===== src/rtl/uart_ctrl.sv =====
`default_nettype none
// ============================================================================
// Module      : uart_ctrl
// Description : Memory-mapped 8N1 serial controller. One TX holding register
//               feeding a TX shifter, and an RX deserialiser feeding a
//               circular RX FIFO. The rx-not-empty interrupt is registered.
//
// Ports       : clk, rst          - clock and synchronous active-high reset
//               enable_i          - one-cycle access strobe
//               readEnable_i      - 1 = read, 0 = write
//               addr_i            - only bit 2 decoded (0 = DATA, 1 = STATUS)
//               dataSave_i        - write data, bits [7:0] used
//               dataLoad_o        - combinational read data
//               busy_o            - stall while a DATA write waits for TX hold
//               int_o             - high while the RX FIFO holds data
//               rxd / txd         - serial input (async) / output (idles high)
//
// STATUS      : {28'h0, frame_err, overrun, tx_ready, rx_avail}
//
// Revision    : 1.0 - initial release
// ============================================================================
module uart_ctrl #(
    parameter int CLK_FREQ = 25000000,
    parameter int BAUD     = 115200,
    parameter int RX_DEPTH = 16
) (
    input  logic        clk,
    input  logic        rst,
    input  logic        enable_i,
    input  logic        readEnable_i,
    input  logic [31:0] addr_i,
    input  logic [31:0] dataSave_i,
    output logic [31:0] dataLoad_o,
    output logic        busy_o,
    output logic        int_o,
    input  logic        rxd,
    output logic        txd
);

    localparam int c_DIV  = CLK_FREQ / BAUD;
    localparam int c_HALF = c_DIV / 2;
    localparam int c_CW   = $clog2(c_DIV);
    localparam int c_AW   = $clog2(RX_DEPTH);
    localparam int c_NW   = c_AW + 1;

    localparam logic [c_CW-1:0] c_DIV_LAST  = c_CW'(c_DIV - 1);
    localparam logic [c_CW-1:0] c_HALF_LAST = c_CW'(c_HALF - 1);
    localparam logic [c_NW-1:0] c_DEPTH_N   = c_NW'(RX_DEPTH);

    typedef enum logic [1:0] {
        TX_IDLE  = 2'd0,
        TX_START = 2'd1,
        TX_DATA  = 2'd2,
        TX_STOP  = 2'd3
    } tx_state_t;

    typedef enum logic [1:0] {
        RX_IDLE  = 2'd0,
        RX_START = 2'd1,
        RX_DATA  = 2'd2,
        RX_STOP  = 2'd3
    } rx_state_t;

    // ------------------------------------------------------------------
    // Declarations
    // ------------------------------------------------------------------
    logic              r_hold_full;
    logic [7:0]        r_hold;

    tx_state_t         r_tx_state, w_tx_state_n;
    logic [c_CW-1:0]   r_tx_cnt,   w_tx_cnt_n;
    logic [2:0]        r_tx_bit,   w_tx_bit_n;
    logic [7:0]        r_tx_shift, w_tx_shift_n;
    logic              r_txd,      w_txd_n;
    logic              w_tx_take;
    logic              w_tx_tick;

    logic              r_rx_meta, r_rx_sync, r_rx_prev;
    logic              w_rx_fall;
    rx_state_t         r_rx_state, w_rx_state_n;
    logic [c_CW-1:0]   r_rx_cnt,   w_rx_cnt_n;
    logic [2:0]        r_rx_bit,   w_rx_bit_n;
    logic [7:0]        r_rx_shift, w_rx_shift_n;
    logic              w_rx_push;
    logic              w_rx_ferr;

    logic [7:0]        r_mem [RX_DEPTH];
    logic [c_AW-1:0]   r_wr_ptr, r_rd_ptr;
    logic [c_NW-1:0]   r_count;
    logic              w_rx_avail, w_fifo_full, w_fifo_wr, w_pop, w_ovr_set;
    logic [7:0]        w_head;

    logic              r_overrun, r_frame_err, r_int;

    logic              w_is_status, w_data_wr_req, w_access;
    logic              w_data_wr, w_data_rd, w_stat_rd;
    logic              w_unused;

    // ------------------------------------------------------------------
    // Bus decode
    // ------------------------------------------------------------------
    assign w_is_status   = addr_i[2];
    assign w_data_wr_req = enable_i & ~readEnable_i & ~w_is_status;

    // A write may complete on the very edge the TX FSM takes the held byte,
    // so the stall drops in that cycle rather than one cycle later.
    assign busy_o    = w_data_wr_req & r_hold_full & ~w_tx_take;
    assign w_access  = enable_i & ~busy_o;
    assign w_data_wr = w_access & ~readEnable_i & ~w_is_status;
    assign w_data_rd = w_access &  readEnable_i & ~w_is_status;
    assign w_stat_rd = w_access &  readEnable_i &  w_is_status;

    assign w_unused = ^{addr_i[31:3], addr_i[1:0], dataSave_i[31:8]};

    always_comb begin
        dataLoad_o = 32'h0;
        if (w_is_status) begin
            dataLoad_o = {28'h0, r_frame_err, r_overrun, ~r_hold_full, w_rx_avail};
        end else if (w_rx_avail) begin
            dataLoad_o = {24'h0, w_head};
        end
    end

    // ------------------------------------------------------------------
    // TX holding register
    // ------------------------------------------------------------------
    always_ff @(posedge clk) begin
        if (rst) begin
            r_hold_full <= 1'b0;
            r_hold      <= 8'h0;
        end else if (w_data_wr) begin
            r_hold_full <= 1'b1;
            r_hold      <= dataSave_i[7:0];
        end else if (w_tx_take) begin
            r_hold_full <= 1'b0;
        end
    end

    // ------------------------------------------------------------------
    // TX FSM
    // ------------------------------------------------------------------
    assign w_tx_tick = (r_tx_cnt == c_DIV_LAST);

    always_ff @(posedge clk) begin
        if (rst) begin
            r_tx_state <= TX_IDLE;
            r_tx_cnt   <= '0;
            r_tx_bit   <= 3'd0;
            r_tx_shift <= 8'h0;
            r_txd      <= 1'b1;
        end else begin
            r_tx_state <= w_tx_state_n;
            r_tx_cnt   <= w_tx_cnt_n;
            r_tx_bit   <= w_tx_bit_n;
            r_tx_shift <= w_tx_shift_n;
            r_txd      <= w_txd_n;
        end
    end

    // txd is registered from the next-state values so the line changes on
    // the same edge as the state.
    always_comb begin
        w_tx_state_n = r_tx_state;
        w_tx_cnt_n   = r_tx_cnt + c_CW'(1);
        w_tx_bit_n   = r_tx_bit;
        w_tx_shift_n = r_tx_shift;
        w_txd_n      = r_txd;
        w_tx_take    = 1'b0;
        case (r_tx_state)
            TX_IDLE: begin
                w_tx_cnt_n = '0;
                w_txd_n    = 1'b1;
                if (r_hold_full) begin
                    w_tx_take    = 1'b1;
                    w_tx_shift_n = r_hold;
                    w_txd_n      = 1'b0;
                    w_tx_state_n = TX_START;
                end
            end
            TX_START: begin
                if (w_tx_tick) begin
                    w_tx_cnt_n   = '0;
                    w_tx_bit_n   = 3'd0;
                    w_txd_n      = r_tx_shift[0];
                    w_tx_state_n = TX_DATA;
                end
            end
            TX_DATA: begin
                if (w_tx_tick) begin
                    w_tx_cnt_n = '0;
                    if (r_tx_bit == 3'd7) begin
                        w_txd_n      = 1'b1;
                        w_tx_state_n = TX_STOP;
                    end else begin
                        w_tx_bit_n   = r_tx_bit + 3'd1;
                        w_tx_shift_n = {1'b0, r_tx_shift[7:1]};
                        w_txd_n      = r_tx_shift[1];
                    end
                end
            end
            TX_STOP: begin
                if (w_tx_tick) begin
                    w_tx_cnt_n = '0;
                    // A refilled holding register chains straight into the
                    // next start bit with no idle gap.
                    if (r_hold_full) begin
                        w_tx_take    = 1'b1;
                        w_tx_shift_n = r_hold;
                        w_txd_n      = 1'b0;
                        w_tx_state_n = TX_START;
                    end else begin
                        w_txd_n      = 1'b1;
                        w_tx_state_n = TX_IDLE;
                    end
                end
            end
            default: begin
                w_tx_cnt_n   = '0;
                w_txd_n      = 1'b1;
                w_tx_state_n = TX_IDLE;
            end
        endcase
    end

    assign txd = r_txd;

    // ------------------------------------------------------------------
    // RX synchroniser and falling-edge detect (reset to idle-high)
    // ------------------------------------------------------------------
    always_ff @(posedge clk) begin
        if (rst) begin
            r_rx_meta <= 1'b1;
            r_rx_sync <= 1'b1;
            r_rx_prev <= 1'b1;
        end else begin
            r_rx_meta <= rxd;
            r_rx_sync <= r_rx_meta;
            r_rx_prev <= r_rx_sync;
        end
    end

    assign w_rx_fall = r_rx_prev & ~r_rx_sync;

    // ------------------------------------------------------------------
    // RX FSM
    // ------------------------------------------------------------------
    always_ff @(posedge clk) begin
        if (rst) begin
            r_rx_state <= RX_IDLE;
            r_rx_cnt   <= '0;
            r_rx_bit   <= 3'd0;
            r_rx_shift <= 8'h0;
        end else begin
            r_rx_state <= w_rx_state_n;
            r_rx_cnt   <= w_rx_cnt_n;
            r_rx_bit   <= w_rx_bit_n;
            r_rx_shift <= w_rx_shift_n;
        end
    end

    // The START half-bit delay puts every later sample near mid-bit. The
    // FSM returns to IDLE at mid stop bit so a following frame's start edge
    // is not missed.
    always_comb begin
        w_rx_state_n = r_rx_state;
        w_rx_cnt_n   = r_rx_cnt + c_CW'(1);
        w_rx_bit_n   = r_rx_bit;
        w_rx_shift_n = r_rx_shift;
        w_rx_push    = 1'b0;
        w_rx_ferr    = 1'b0;
        case (r_rx_state)
            RX_IDLE: begin
                w_rx_cnt_n = '0;
                if (w_rx_fall) begin
                    w_rx_state_n = RX_START;
                end
            end
            RX_START: begin
                if (r_rx_cnt == c_HALF_LAST) begin
                    w_rx_cnt_n = '0;
                    if (r_rx_sync) begin
                        w_rx_state_n = RX_IDLE;
                    end else begin
                        w_rx_bit_n   = 3'd0;
                        w_rx_state_n = RX_DATA;
                    end
                end
            end
            RX_DATA: begin
                if (r_rx_cnt == c_DIV_LAST) begin
                    w_rx_cnt_n   = '0;
                    w_rx_shift_n = {r_rx_sync, r_rx_shift[7:1]};
                    if (r_rx_bit == 3'd7) begin
                        w_rx_state_n = RX_STOP;
                    end else begin
                        w_rx_bit_n = r_rx_bit + 3'd1;
                    end
                end
            end
            RX_STOP: begin
                if (r_rx_cnt == c_DIV_LAST) begin
                    w_rx_cnt_n   = '0;
                    w_rx_push    = r_rx_sync;
                    w_rx_ferr    = ~r_rx_sync;
                    w_rx_state_n = RX_IDLE;
                end
            end
            default: begin
                w_rx_cnt_n   = '0;
                w_rx_state_n = RX_IDLE;
            end
        endcase
    end

    // ------------------------------------------------------------------
    // RX FIFO
    // ------------------------------------------------------------------
    assign w_rx_avail  = (r_count != '0);
    assign w_fifo_full = (r_count == c_DEPTH_N);
    assign w_pop       = w_data_rd & w_rx_avail;
    // A pop on the same edge frees a slot, so a full FIFO still accepts.
    assign w_fifo_wr   = w_rx_push & (~w_fifo_full | w_pop);
    assign w_ovr_set   = w_rx_push & w_fifo_full & ~w_pop;
    assign w_head      = r_mem[r_rd_ptr];

    always_ff @(posedge clk) begin
        if (w_fifo_wr) begin
            r_mem[r_wr_ptr] <= r_rx_shift;
        end
    end

    always_ff @(posedge clk) begin
        if (rst) begin
            r_wr_ptr <= '0;
            r_rd_ptr <= '0;
            r_count  <= '0;
        end else begin
            if (w_fifo_wr) begin
                r_wr_ptr <= r_wr_ptr + c_AW'(1);
            end
            if (w_pop) begin
                r_rd_ptr <= r_rd_ptr + c_AW'(1);
            end
            if (w_fifo_wr && !w_pop) begin
                r_count <= r_count + c_NW'(1);
            end else if (w_pop && !w_fifo_wr) begin
                r_count <= r_count - c_NW'(1);
            end
        end
    end

    // ------------------------------------------------------------------
    // Sticky errors and interrupt. A new error on the clearing edge wins.
    // ------------------------------------------------------------------
    always_ff @(posedge clk) begin
        if (rst) begin
            r_overrun   <= 1'b0;
            r_frame_err <= 1'b0;
            r_int       <= 1'b0;
        end else begin
            r_overrun   <= (r_overrun   & ~w_stat_rd) | w_ovr_set;
            r_frame_err <= (r_frame_err & ~w_stat_rd) | w_rx_ferr;
            r_int       <= w_rx_avail;
        end
    end

    assign int_o = r_int;

endmodule
`default_nettype wire

===== config.mk =====
export PLATFORM = sky130hd
export DESIGN_NAME = uart_ctrl
export DESIGN_NICKNAME = d
export VERILOG_FILES = /design/src/rtl/uart_ctrl.sv
export SDC_FILE = /design/constraint.sdc
export NUM_CORES = 1
export LEC_CHECK = 0
export CAP_MARGIN = 0
export CORE_MARGIN = 4
export CORE_UTILIZATION = 39
export CTS_CLUSTER_SIZE = 16
export DETAILED_ROUTE_END_ITERATION = 8
export SYNTH_ARGS = -nofsm -noshare
export SYNTH_HDL_FRONTEND = slang
export SYNTH_SLANG_ARGS = --single-unit

===== constraint.sdc =====
create_clock -name clk -period 3.45 [get_ports clk]
set_input_delay 0.69 -clock clk [delete_from_list [all_inputs] [get_ports clk]]
set_output_delay 0.69 -clock clk [all_outputs]
set_load 0.02 [all_outputs]

After elaboration in Yosys (flattened, before gate mapping) --
Memory sizes are Yosys's and may differ from the RTL's. A register that Yosys moved wholly into a read port is not among the register bits. Index checks and enable logic that the tools add are counted.
Cells by class: $add $sub $neg 8, $mul 0, divide/modulo/power cells 0, $lt $le $gt $ge 0, eq/ne operators 25, shift operators 0, multiplexer cells 56, bitwise gates (word level) 29, reductions and logical operators 21
Operators by type and width (count):
- $mux W8 | 9
- $pmux W8 S3 | 2
- $ne A2 B2 Y1 const B | 13
- $mux W2 | 11
- $mux W3 | 7
- $and A1 B1 Y1 | 17
- $add A8 B1 Y8 const B | 2
- $eq A8 B8 Y1 const B | 2
- $mux W1 | 16
- $pmux W2 S4 | 2
- $pmux W8 S2 | 1
- $reduce_and A5 Y1 | 3
- $pmux W3 S2 | 2
- $mux W5 | 2
- $not A1 Y1 | 9
- $add A4 B1 Y4 const B | 2
- $eq A2 B2 Y1 const B | 4
- $eq A8 B7 Y1 const B | 1
- $mux W4 | 2
- $reduce_and A4 Y1 | 2
- $reduce_bool A2 Y1 | 4
- $add A3 B1 Y3 const B | 2
- $eq A3 B3 Y1 const B | 2
- $add A5 B1 Y5 const B | 1
- other kinds (15) | 21
Word-level totals: register bits 71, bits in latches 0, bits in writable memories 128, memory bits (read-only) 0, input bits 69, memories kept 1
Memories:
- r_mem | depth 16, width 8, read ports 1, clocked after Yosys merged registers in 1, write ports 1, line 87 | logic [7:0] r_mem [RX_DEPTH];

Longest topological paths before layout --
Gate-level depths: netlist (run 1).
word-level depth 16, mapped depth 12, depth with buffers taken out 12

Worst setup path before layout (run 1) --
No wires, ideal clock.
kind input-to-reg, from input port addr_i[2], to register r_count[4], setup time 0.121 ns, data arrival time 2.900 ns, data required time 3.329 ns, setup slack 0.430 ns, cell stages on the path 10, path buffers 1, cell sequence clkbuf_1 -> a211oi_1 -> inv_1 -> ha_1 -> inv_1 -> ha_1 -> a21o_1 -> a21oi_1 -> mux2i_1 -> mux2_2
On the way: cells in the longest elaborated chain, start to end 14, elaborated cells between the ends (all ways) 17, classes of those cells mux (1); bitwise (11); reduce/logical (5)
RTL lines:
- start, declared | line 31 | input logic [31:0] addr_i,
- $not A1 Y1 (*) | line 103, 110
- $and A1 B1 Y1 | line 103 | assign w_data_wr_req = enable_i & ~readEnable_i & ~w_is_status;
- $and A1 B1 Y1 (2 in a row) | line 107 | assign busy_o = w_data_wr_req & r_hold_full & ~w_tx_take;
- $not A1 Y1 | line 108 | assign w_access = enable_i & ~busy_o;
- $and A1 B1 Y1 | line 108
- $and A1 B1 Y1 | line 110 | assign w_data_rd = w_access & readEnable_i & ~w_is_status;
- $and A1 B1 Y1 (*) | line 110
- $and A1 B1 Y1 (*) | line 320 | assign w_pop = w_data_rd & w_rx_avail;
- $or A1 B1 Y1 | line 322 | assign w_fifo_wr = w_rx_push & (~w_fifo_full | w_pop);
- $and A1 B1 Y1 | line 322
- $logic_not A1 Y1 | line 346 | end else if (w_pop && !w_fifo_wr) begin
- $logic_and A1 B1 Y1 | line 346
- $reduce_bool A2 Y1 (no line)
- end signal, assigned | line 345 | r_count <= r_count + c_NW'(1);
- end signal, assigned | line 347 | r_count <= r_count - c_NW'(1);
- end, declared | line 89 | logic [c_NW-1:0] r_count;
Every way passes the cells marked *; elsewhere a longest branch is shown, timed or not. A chain may end at the register's enable or synchronous reset.

==> results of run 1 <==
-- power groups by stage --
stage               Clock, uW  Combinational (uW)  Sequential, uW
floorplan                   0                 254            2670
global placement            0                 313            2670
detailed placement          0                 324            2670
CTS                      2480                 325            2620
global route             2600                 364            2620
finish                   2430                 324            2610
-- kinds of logic (layout without fill, tap and decap cells) --
kind of cell	Yosys count	after routing	synth area share (%)
AO/OA/AOI/OAI	83	83	6.304
XOR/XNOR	15	15	1.504
adder cells (fa/ha/maj)	23	23	3.381
buffers and inverters	71	131	4.513
flip-flops	203	203	61.20
multiplexers	66	66	13.01
other	1	24	0.04294
AND/OR/NAND/NOR	178	178	10.04
-- sequential cells by signal (all words and copies together), names as in the netlist, 2 cells and up, named ones only --
name	flops
r_count	5
r_hold	8
r_mem	128
r_rd_ptr	4
r_rx_bit	3
r_rx_cnt	8
r_rx_shift	8
r_tx_bit	3
r_tx_cnt	8
r_tx_shift	8
r_tx_state	2
r_wr_ptr	4
-- layer usage --
metal	routed length [um]	vias up	share of wire, %	track usage, %
met4	384	2	2.1	4.179
met1	7830	2625	44	19.21
li1	-	2501	-	-
met5	8	-	0.045	0
met3	870	33	4.9	2.788
met2	8784	105	49	24.79
-- worst max-delay path: stages, from the launching register on --
cell and delay (ns):
dfxtp_4 0.39, bufbuf_16 0.29, mux4_2 0.49, mux4_2 0.53, a22o_1 0.24, buf_2 0.16
-- worst max-delay path by stage --
| stage | depth (start not counted) | slack, ns | endpoint |
|---|---|---|---|
| 2_1_floorplan | 10 | 0.43 | r_count[4] |
| 3_3_place_gp | 5 | -0.16 | dataLoad_o[7] |
| 3_5_place_dp | 5 | -0.19 | dataLoad_o[7] |
| 4_1_cts | 7 | -0.08 | dataLoad_o[7] |
| 5_1_grt | 5 | 0.1 | dataLoad_o[3] |
| 6_report | 5 | 0.16 | dataLoad_o[3] |
-- area by class of cell --
class / count / area (sq um) / share of cell area, %
inverter: 20 / 75.07 / 0.7281
sequential: 203 / 5356 / 51.95
clock buffer: 25 / 583.1 / 5.655
multi-input combinational: 389 / 3098 / 30.05
tap: 280 / 350.3 / 3.398
clock inverter: 15 / 177.7 / 1.723
timing repair buffer: 71 / 670.6 / 6.504
-- cell usage in the layout, fill, tap and decap left out, types with 23 or more instances in the layout --
| cell | instances |
|---|---|
| a21oi_1 | 31 |
| buf_4 | 42 |
| clkbuf_16 | 23 |
| conb_1 | 24 |
| dfxtp_1 | 70 |
| edfxtp_1 | 128 |
| mux2i_1 | 28 |
| mux4_2 | 30 |
| nand2_1 | 32 |
| nand3_1 | 24 |
| nor2_1 | 66 |
-- stage by stage --
step	instances	setup TNS, ns	instance area [sq um]
6_report	1003	0	10310
5_1_grt	1003	0	10310
4_1_cts	1003	-0.08111	10320
3_5_place_dp	960	-0.1999	9442
3_3_place_gp	960	-0.2050	9442
2_1_floorplan	663	0	8820
-- repair_timing --
action,in CTS,in global routing
hold endpoints to repair,0,0
cloned,3,0
endpoints found under the setup margin,8,4
hold buffers,0,0
setup buffers,0,0
resized for setup,22,5
-- synth_stat cells, types with 5 or more instances --
library cell / n / area (sq um)
xnor2_1: 5 / 43.79
nand4_1: 5 / 31.28
o21ai_0: 12 / 60.06
edfxtp_1: 128 / 3844
a2111oi_0: 5 / 43.79
a211oi_1: 5 / 37.54
nor2_1: 66 / 247.7
nand3_1: 24 / 120.1
mux2i_1: 28 / 280.3
xor2_1: 10 / 87.58
buf_2: 5 / 25.02
clkbuf_1: 14 / 52.55
nor3_1: 7 / 35.03
nand2_1: 32 / 120.1
dfxtp_1: 75 / 1501
inv_1: 20 / 75.07
nor2b_1: 5 / 31.28
a311oi_1: 7 / 61.31
ha_1: 22 / 275.3
mux4_1: 6 / 157.7
a21oi_1: 31 / 155.2
or4_1: 5 / 37.54
buf_4: 26 / 195.2
mux4_2: 30 / 675.7
==> out/qor.csv, run 1 <==
metric;value;unit
synth_flop_cell;edfxtp_1;
core_area;21960;sq um
cts_tree;built;
worst_hold_slack;0.4124;ns
drtAntennaViolNets;0;
synth-seq-cells;203;
cts_buffer_depth;3;
endpoint_kind;output pin;
num_rows;54;
setup_ws;0.1627;ns
insertion_delay;0.49;ns
avgSynthCellArea;13.65;sq um
vias;5266;
p_total;5365;uW
cp-start-kind;register;
diodes;0;
status;finished, final reports clean;
ys_async_sr_fraction;0;%
power_leakage;0.003538;uW
numCtsBuffers;22;
drv_cap;0;
die_area;24850;sq um
dr.first_iter.drc_count;399;
cts_root_buffer;clkbuf_16;
r2r-end;r_count[4];
cp.arrival;2.60;ns
worst_slew_pin_slew;0.9067;ns
max_freq;304.2;MHz
port_buffers;24;
slew_headroom;39.23;%
path_clk_slew;0.06;ns
drc_errors;0;
rsz0062_at_grt;no;
final_util;46.96;%
r2r_setup_slack;0.41;ns
grt_antenna_before_repair;1;
grt_pass1_wl;28.50;mm
swShare;21.34;%
htreeDepth;1;
hold_viol;0;
io-pin-count;104;
place.gp.congestion;0.8410;
hold_path_class;register to register;
p_switching;1145;uW
grt_start_max_net_pins;37;
comb_power_share;6.0;%
routed_wl;17.88;mm
hpwl;12.09;mm
nFillCells;1897;
synth-edff-count;128;
grtUsageTotal;14.60;%
finalMaxSlewViolations;0;
finalCritPeriodShare;95.28;%
vias_per_cell;5.250;
die_y;157.6;um
first_global_vias;5373;
required;2.76;ns
powerDensity;520.3;nW/um^2
syn_inst;640;
ys_types;58;
rr_startpoint;r_rx_cnt[0];
clkPwrFrac;45.2;%
clkSinkCount;203;
min_period;3.287;ns
ys_seq_area_share;61.20;%
wl_per_cell;17.83;um
path_class;register to output pin;
start_util;39.77;%
place_ws;-0.1930;ns
min_path_cells;1;
grt_overflow;0;
ir_drop;305.2;uV
syn_to_final_growth;18.07;%
hold-path-endpoint;r_rx_sync;
synth_warnings;0;
path_max_fanout;8;
syn-cell-area;8733;sq um
p_int;4220;uW
clock-skew-final;0.01333;ns
dieWidth;157.6;um
layout-drive-gt1-share;18.26;%
first_pass_iters;4;
worstHoldStart;r_rx_meta;
finalSetupViolCount;0;
finalNetCount;799;
seq_power_share;48.7;%
rr_worst_depth;12;
(Power assumes the default switching activity.)
==> run 2: changes to the inputs <==
==> constraint.sdc (replaced) <==
create_clock -name clk -period 4.24 [get_ports clk]
set_input_delay 0.848 -clock clk [delete_from_list [all_inputs] [get_ports clk]]
set_output_delay 0.848 -clock clk [all_outputs]
set_load 0.02 [all_outputs]
==> run 2 against run 1 <==
- worst hold slack worse by 0.0036 ns
- sequential share of layout area up 2.0 points
- count of clock-buffer cells in the layout up 7
- first-iteration DRC count down 1.5%
- wire length down 2.8%
- global-route usage down 0.66 points
- register-to-register slack better by 0.58 ns
- die area unchanged
- final area down 3.9%
- clock skew up 0.00081 ns
- sequential cell count unchanged
- critical endpoint is now dataLoad_o[0]
- largest cell class unchanged
==> out/qor.csv, run 2 (same netlist as run 1, synthesis figures left out) <==
metric;value;unit;change
largest_register_ffs;128;;unchanged
worstHoldStart;r_rx_meta;;unchanged
routed_wl;17.38;mm;was 17.88 mm
final_cell_mix;edfxtp_1, dfxtp_1, nor2_1, nand2_1, a21oi_1;;was edfxtp_1, dfxtp_1, nor2_1, buf_4, nand2_1
start_util;39.77;%;unchanged
worst_slew_pin_slew;1.174;ns;was 0.9067 ns
finalMaxSlewViolations;0;;unchanged
finalSetupViolCount;0;;unchanged
mostFrequentLayoutCell;edfxtp_1;;unchanged
path_delay_family;buffers and inverters;;was multiplexers
port_buffers;24;;unchanged
hold_viol;0;;unchanged
cp_num_cells;6;;was 5
comb_power_share;6.2;%;was 6.0%
cp-endpoint;dataLoad_o[0];;was dataLoad_o[3]
swShare;21.68;%;was 21.34%
first_pass_iters;4;;unchanged
numCtsBuffers;22;;unchanged
first_global_vias;5173;;was 5373
place.gp.congestion;0.7795;;was 0.8410
cp.arrival;3.14;ns;was 2.60 ns
max_freq;250.8;MHz;
cpMaxStageDelayCell;dfxtp_2;;was mux4_2
insertion_delay;0.50;ns;was 0.49 ns
drv_cap;0;;unchanged
power_leakage;0.003271;uW;was 0.003538 uW
slowest_delay;0.67;ns;was 0.53 ns
clkSinkCount;203;;unchanged
diodes;0;;unchanged
rr_worst_depth;10;;was 12
path_max_fanout;17;;was 8
r2r-end;r_count[4];;unchanged
drc_errors;0;;unchanged
cts_tree;built;;unchanged
grt_pass1_wl;27.39;mm;was 28.50 mm
multi_input_area;3080;sq um;was 3098 sq um
syn_to_final_growth;13.42;%;was 18.07%
p_int;3308;uW;was 4220 uW
p_switching;916.0;uW;was 1145 uW
required;3.39;ns;was 2.76 ns
rr_startpoint;r_count[0];;was r_rx_cnt[0]
regArea;5349;sq um;was 5356 sq um
dieWidth;157.6;um;unchanged
endpoint_kind;output pin;;unchanged
path_class;register to output pin;;unchanged
worst_hold_slack;0.4088;ns;was 0.4124 ns
seq_power_share;50.4;%;was 48.7%
nFillCells;1920;;was 1897
grt_antenna_before_repair;1;;unchanged
clkPwrFrac;43.4;%;was 45.2%
grt_start_max_net_pins;53;;was 37
dr.first_iter.drc_count;393;;was 399
die_area;24850;sq um;unchanged
hold_path_class;register to register;;unchanged
path_buf_inv;2;;unchanged
drtAntennaViolNets;0;;unchanged
rsz0062_at_grt;no;;unchanged
tns;0;ns;unchanged
wl_per_cell;17.89;um;was 17.83 um
die_y;157.6;um;unchanged
ir_drop;223.0;uV;was 305.2 uV
io-pin-count;104;;unchanged
vias_per_cell;5.264;;was 5.250
cts_buffer_depth;3;;unchanged
layout-drive-gt1-share;13.17;%;was 18.26%
hold_buffers;0;;unchanged
num_rows;54;;unchanged
min_period;3.987;ns;
grtUsageTotal;13.95;%;was 14.60%
htreeDepth;1;;unchanged
hpwl;11.71;mm;was 12.09 mm
clock-skew-final;0.01414;ns;was 0.01333 ns
finalCritPeriodShare;94.04;%;
cts_root_buffer;clkbuf_16;;unchanged
r2r_setup_slack;0.99;ns;was 0.41 ns
slew_headroom;21.72;%;was 39.23%
powerDensity;426.4;nW/um^2;was 520.3 nW/um^2
status;finished, final reports clean;;unchanged
core_area;21960;sq um;unchanged
vias;5111;;was 5266
grt_overflow;0;;unchanged
path_clk_slew;0.05;ns;was 0.06 ns
top_register;r_mem;;unchanged
worstPathCellList;buf_4, mux4_2, mux4_2, nor2_1, nor2_1, clkdlybuf4s50_1;;was bufbuf_16, mux4_2, mux4_2, a22o_1, buf_2
cp-start-kind;register;;unchanged
finalNetCount;767;;was 799
-- run 2: cell type report --
| type | count | share of cell area [%] |
|---|---|---|
| sequential | 203 | 54.00 |
| multi-input combinational | 389 | 31.10 |
| clock buffer | 32 | 6.038 |
| tap | 280 | 3.537 |
| timing repair buffer | 39 | 3.511 |
| clock inverter | 8 | 1.061 |
| inverter | 20 | 0.7579 |
-- run 2: worst min path at each step --
stage                 to  slack, ns  cells past startpoint
4_1_cts        r_rx_sync       0.41                      1
3_3_place_gp   r_rx_sync       0.39                      1
6_report       r_rx_sync       0.41                      1
5_1_grt        r_rx_sync       0.42                      1
3_5_place_dp   r_rx_sync       0.40                      1
2_1_floorplan  r_rx_sync       0.39                      1
-- run 2: power by group through the flow --
stage,Sequential (uW),Combinational (uW),Clock (uW)
after global placement,2170,249,0
final,2130,262,1830
after global routing,2130,289,1970
after detailed placement,2170,260,0
after CTS,2130,262,1880
after floorplan,2170,207,0
-- run 2: repair_timing --
| action | in CTS | in global routing |
|---|---|---|
| setup endpoints to repair | 5 | 6 |
| resized for setup | 1 | 2 |
| setup buffers | 0 | 0 |
-- run 2: per-layer routing --
metal | global-route usage, % | part of all wire (%) | wire (um)
met1 | 18.21 | 43 | 7558
met2 | 24.14 | 50 | 8680
met3 | 2.515 | 5.0 | 866
met4 | 3.564 | 1.5 | 257
met5 | 0 | 0.075 | 13
-- run 2: through the flow --
step / power, uW / util [%] / instance area (sq um) / setup WS, ns / cells
3_5_place_dp: 2430 / 41.89 / 9199 / 0.3692 / 931
5_1_grt: 4385 / 45.11 / 9906 / 0.08178 / 971
4_1_cts: 4274 / 45.10 / 9903 / 0.02246 / 971
6_report: 4224 / 45.11 / 9906 / 0.2526 / 971
3_3_place_gp: 2418 / 41.89 / 9199 / 0.3843 / 931
2_1_floorplan: 2377 / - / 8820 / 1.002 / 663
==> run 3: changes to the inputs <==
==> constraint.sdc (replaced) <==
create_clock -name clk -period 3.9 [get_ports clk]
set_input_delay 0.78 -clock clk [delete_from_list [all_inputs] [get_ports clk]]
set_output_delay 0.78 -clock clk [all_outputs]
set_load 0.02 [all_outputs]
==> run 3 against run 2 <==
- global-route usage is 0.092 points lower
- core utilization rose by 0.29 points
- wire length is 0.22% lower
- critical endpoint is now dataLoad_o[3]
- combinational power increased by 8.8%
- first-iteration DRC count shrank 5.6%
==> out/qor.csv, run 3 (same netlist as run 1, synthesis figures left out) <==
metric;value;unit;change
status;finished, final reports clean;;unchanged
max_freq;263.9;MHz;
hpwl;11.66;mm;was 11.71 mm
top_register;r_mem;;unchanged
htreeDepth;1;;unchanged
routed_wl;17.34;mm;was 17.38 mm
first_pass_iters;5;;was 4
grt_antenna_before_repair;1;;unchanged
powerDensity;452.3;nW/um^2;was 426.4 nW/um^2
finalSetupViolCount;0;;unchanged
insertion_delay;0.49;ns;was 0.50 ns
diodes;0;;unchanged
vias_per_cell;5.238;;was 5.264
slew_headroom;24.55;%;was 21.72%
core_area;21960;sq um;unchanged
vias;5149;;was 5111
syn_to_final_growth;14.15;%;was 13.42%
hold_viol;0;;unchanged
rr_worst_depth;10;;unchanged
p_total;4510;uW;was 4224 uW
dr.first_iter.drc_count;371;;was 393
drv_cap;0;;unchanged
multi_input_area;3082;sq um;was 3080 sq um
drc_errors;0;;unchanged
path_clk_slew;0.06;ns;was 0.05 ns
path_max_fanout;16;;was 17
grt_overflow;0;;unchanged
r2r_setup_slack;0.85;ns;was 0.99 ns
place_ws;0.1372;ns;was 0.3692 ns
cts_buffer_depth;3;;unchanged
grt_pass1_wl;27.39;mm;unchanged
cp-start-kind;register;;unchanged
min_period;3.790;ns;
io-pin-count;104;;unchanged
regArea;5346;sq um;was 5349 sq um
cts_setup_buffers;0;;unchanged
finalMaxSlewViolations;0;;unchanged
mostFrequentLayoutCell;edfxtp_1;;unchanged
cts_root_buffer;clkbuf_16;;unchanged
place.gp.congestion;0.7992;;was 0.7795
cpMaxStageDelayCell;mux4_1;;was dfxtp_2
num_rows;54;;unchanged
endpoint_kind;output pin;;unchanged
clock-skew-final;0.008314;ns;was 0.01414 ns
drtAntennaViolNets;0;;unchanged
hold_path_class;register to register;;unchanged
grt_start_max_net_pins;52;;was 53
min_path_cells;1;;unchanged
largest_register_ffs;128;;unchanged
final_cell_mix;edfxtp_1, dfxtp_1, nor2_1, nand2_1, a21oi_1;;unchanged
rr_startpoint;r_count[0];;unchanged
worstHoldStart;r_rx_meta;;unchanged
numCtsBuffers;22;;unchanged
finalCritPeriodShare;97.18;%;
ir_drop;240.4;uV;was 223.0 uV
start_util;39.77;%;unchanged
layout-drive-gt1-share;13.66;%;was 13.17%
port_buffers;24;;unchanged
required;3.12;ns;was 3.39 ns
die_y;157.6;um;unchanged
nFillCells;1945;;was 1920
worst_slew_pin_slew;1.132;ns;was 1.174 ns
cts_tree;built;;unchanged
slowest_delay;0.61;ns;was 0.67 ns
r2r-end;r_count[4];;unchanged
fin_area;9970;sq um;was 9906 sq um
dieWidth;157.6;um;unchanged
power_leakage;0.003319;uW;was 0.003271 uW
worstPathCellList;buf_6, mux4_1, mux4_2, a22o_1, clkdlybuf4s50_1;;was buf_4, mux4_2, mux4_2, nor2_1, nor2_1, clkdlybuf4s50_1
finalNetCount;780;;was 767
grtUsageTotal;13.86;%;was 13.95%
setup_ws;0.1100;ns;was 0.2526 ns
clkSinkCount;203;;unchanged
cp.arrival;3.01;ns;was 3.14 ns
hold-path-endpoint;r_rx_sync;;unchanged
tns;0;ns;unchanged
final_util;45.40;%;was 45.11%
path_class;register to output pin;;unchanged
wl_per_cell;17.64;um;was 17.89 um
first_global_vias;5198;;was 5173
die_area;24850;sq um;unchanged
placed_cell_area;9296;sq um;was 9199 sq um
## run 3: cell types whose count changed in the layout (fill, tap and decap cells not counted), sizes merged
cell	delta
bufinv	-1
clkinv	+2
buf	+13
clkbuf	-2
## run 3: area by class of cell
class | instances | share of cell area (%)
inverter | 20 | 0.7530
clock inverter | 9 | 0.6150
multi-input combinational | 389 | 30.91
clock buffer | 30 | 6.037
sequential | 203 | 53.63
timing repair buffer | 52 | 4.543
tap | 280 | 3.514
## run 3: worst max-delay path by stage
stage	startpoint	end	slack [ns]	depth (start not counted)
2_1_floorplan	addr_i[2]	r_count[4]	0.79	10
3_3_place_gp	addr_i[2]	dataLoad_o[7]	0.14	5
3_5_place_dp	addr_i[2]	dataLoad_o[7]	0.14	5
4_1_cts	register	dataLoad_o[3]	0.02	5
5_1_grt	register	dataLoad_o[3]	-0.001	5
6_report	register	dataLoad_o[3]	0.11	5
## run 3: critical path: cells and delay by family, from the launching register on
| kind | cells | cell delay [ns] |
|---|---|---|
| DFF | 1 | 0.35 |
| muxes | 2 | 1.15 |
| AOI/OAI and AO/OA | 1 | 0.24 |
| buffers and inverters | 2 | 0.77 |
## run 3: repair_timing
action | CTS | global route
hold buffers | 0 | 0
endpoints found under the hold margin | 0 | 0
endpoints found under the setup margin | 1 | 4
gates resized for setup | 2 | 2
pin swaps | 0 | 0
## run 3: per-stage QoR
stage / cells / hold WS, ns
CTS: 983 / 0.4100
global placement: 944 / 0.3942
floorplan: 663 / 0.3895
global route: 983 / 0.4395
finish: 983 / 0.4077
detailed placement: 944 / 0.3968
## run 3: routing by layer
metal | vias up | part of all wire (%) | track usage, % | wire length (um)
li1 | 2461 | - | - | -
met1 | 2551 | 44 | 18.08 | 7672
met2 | 110 | 49 | 23.81 | 8533
met3 | 25 | 4.3 | 2.570 | 754
met4 | 2 | 2.1 | 3.769 | 364
met5 | - | 0.075 | 0 | 13
## run 3: report_power, final
group          leakage, uW  switching (uW)  internal, uW
Sequential         0.00179            25.6          2290
Combinational      0.00121             180           104
Clock             0.000321             772          1140
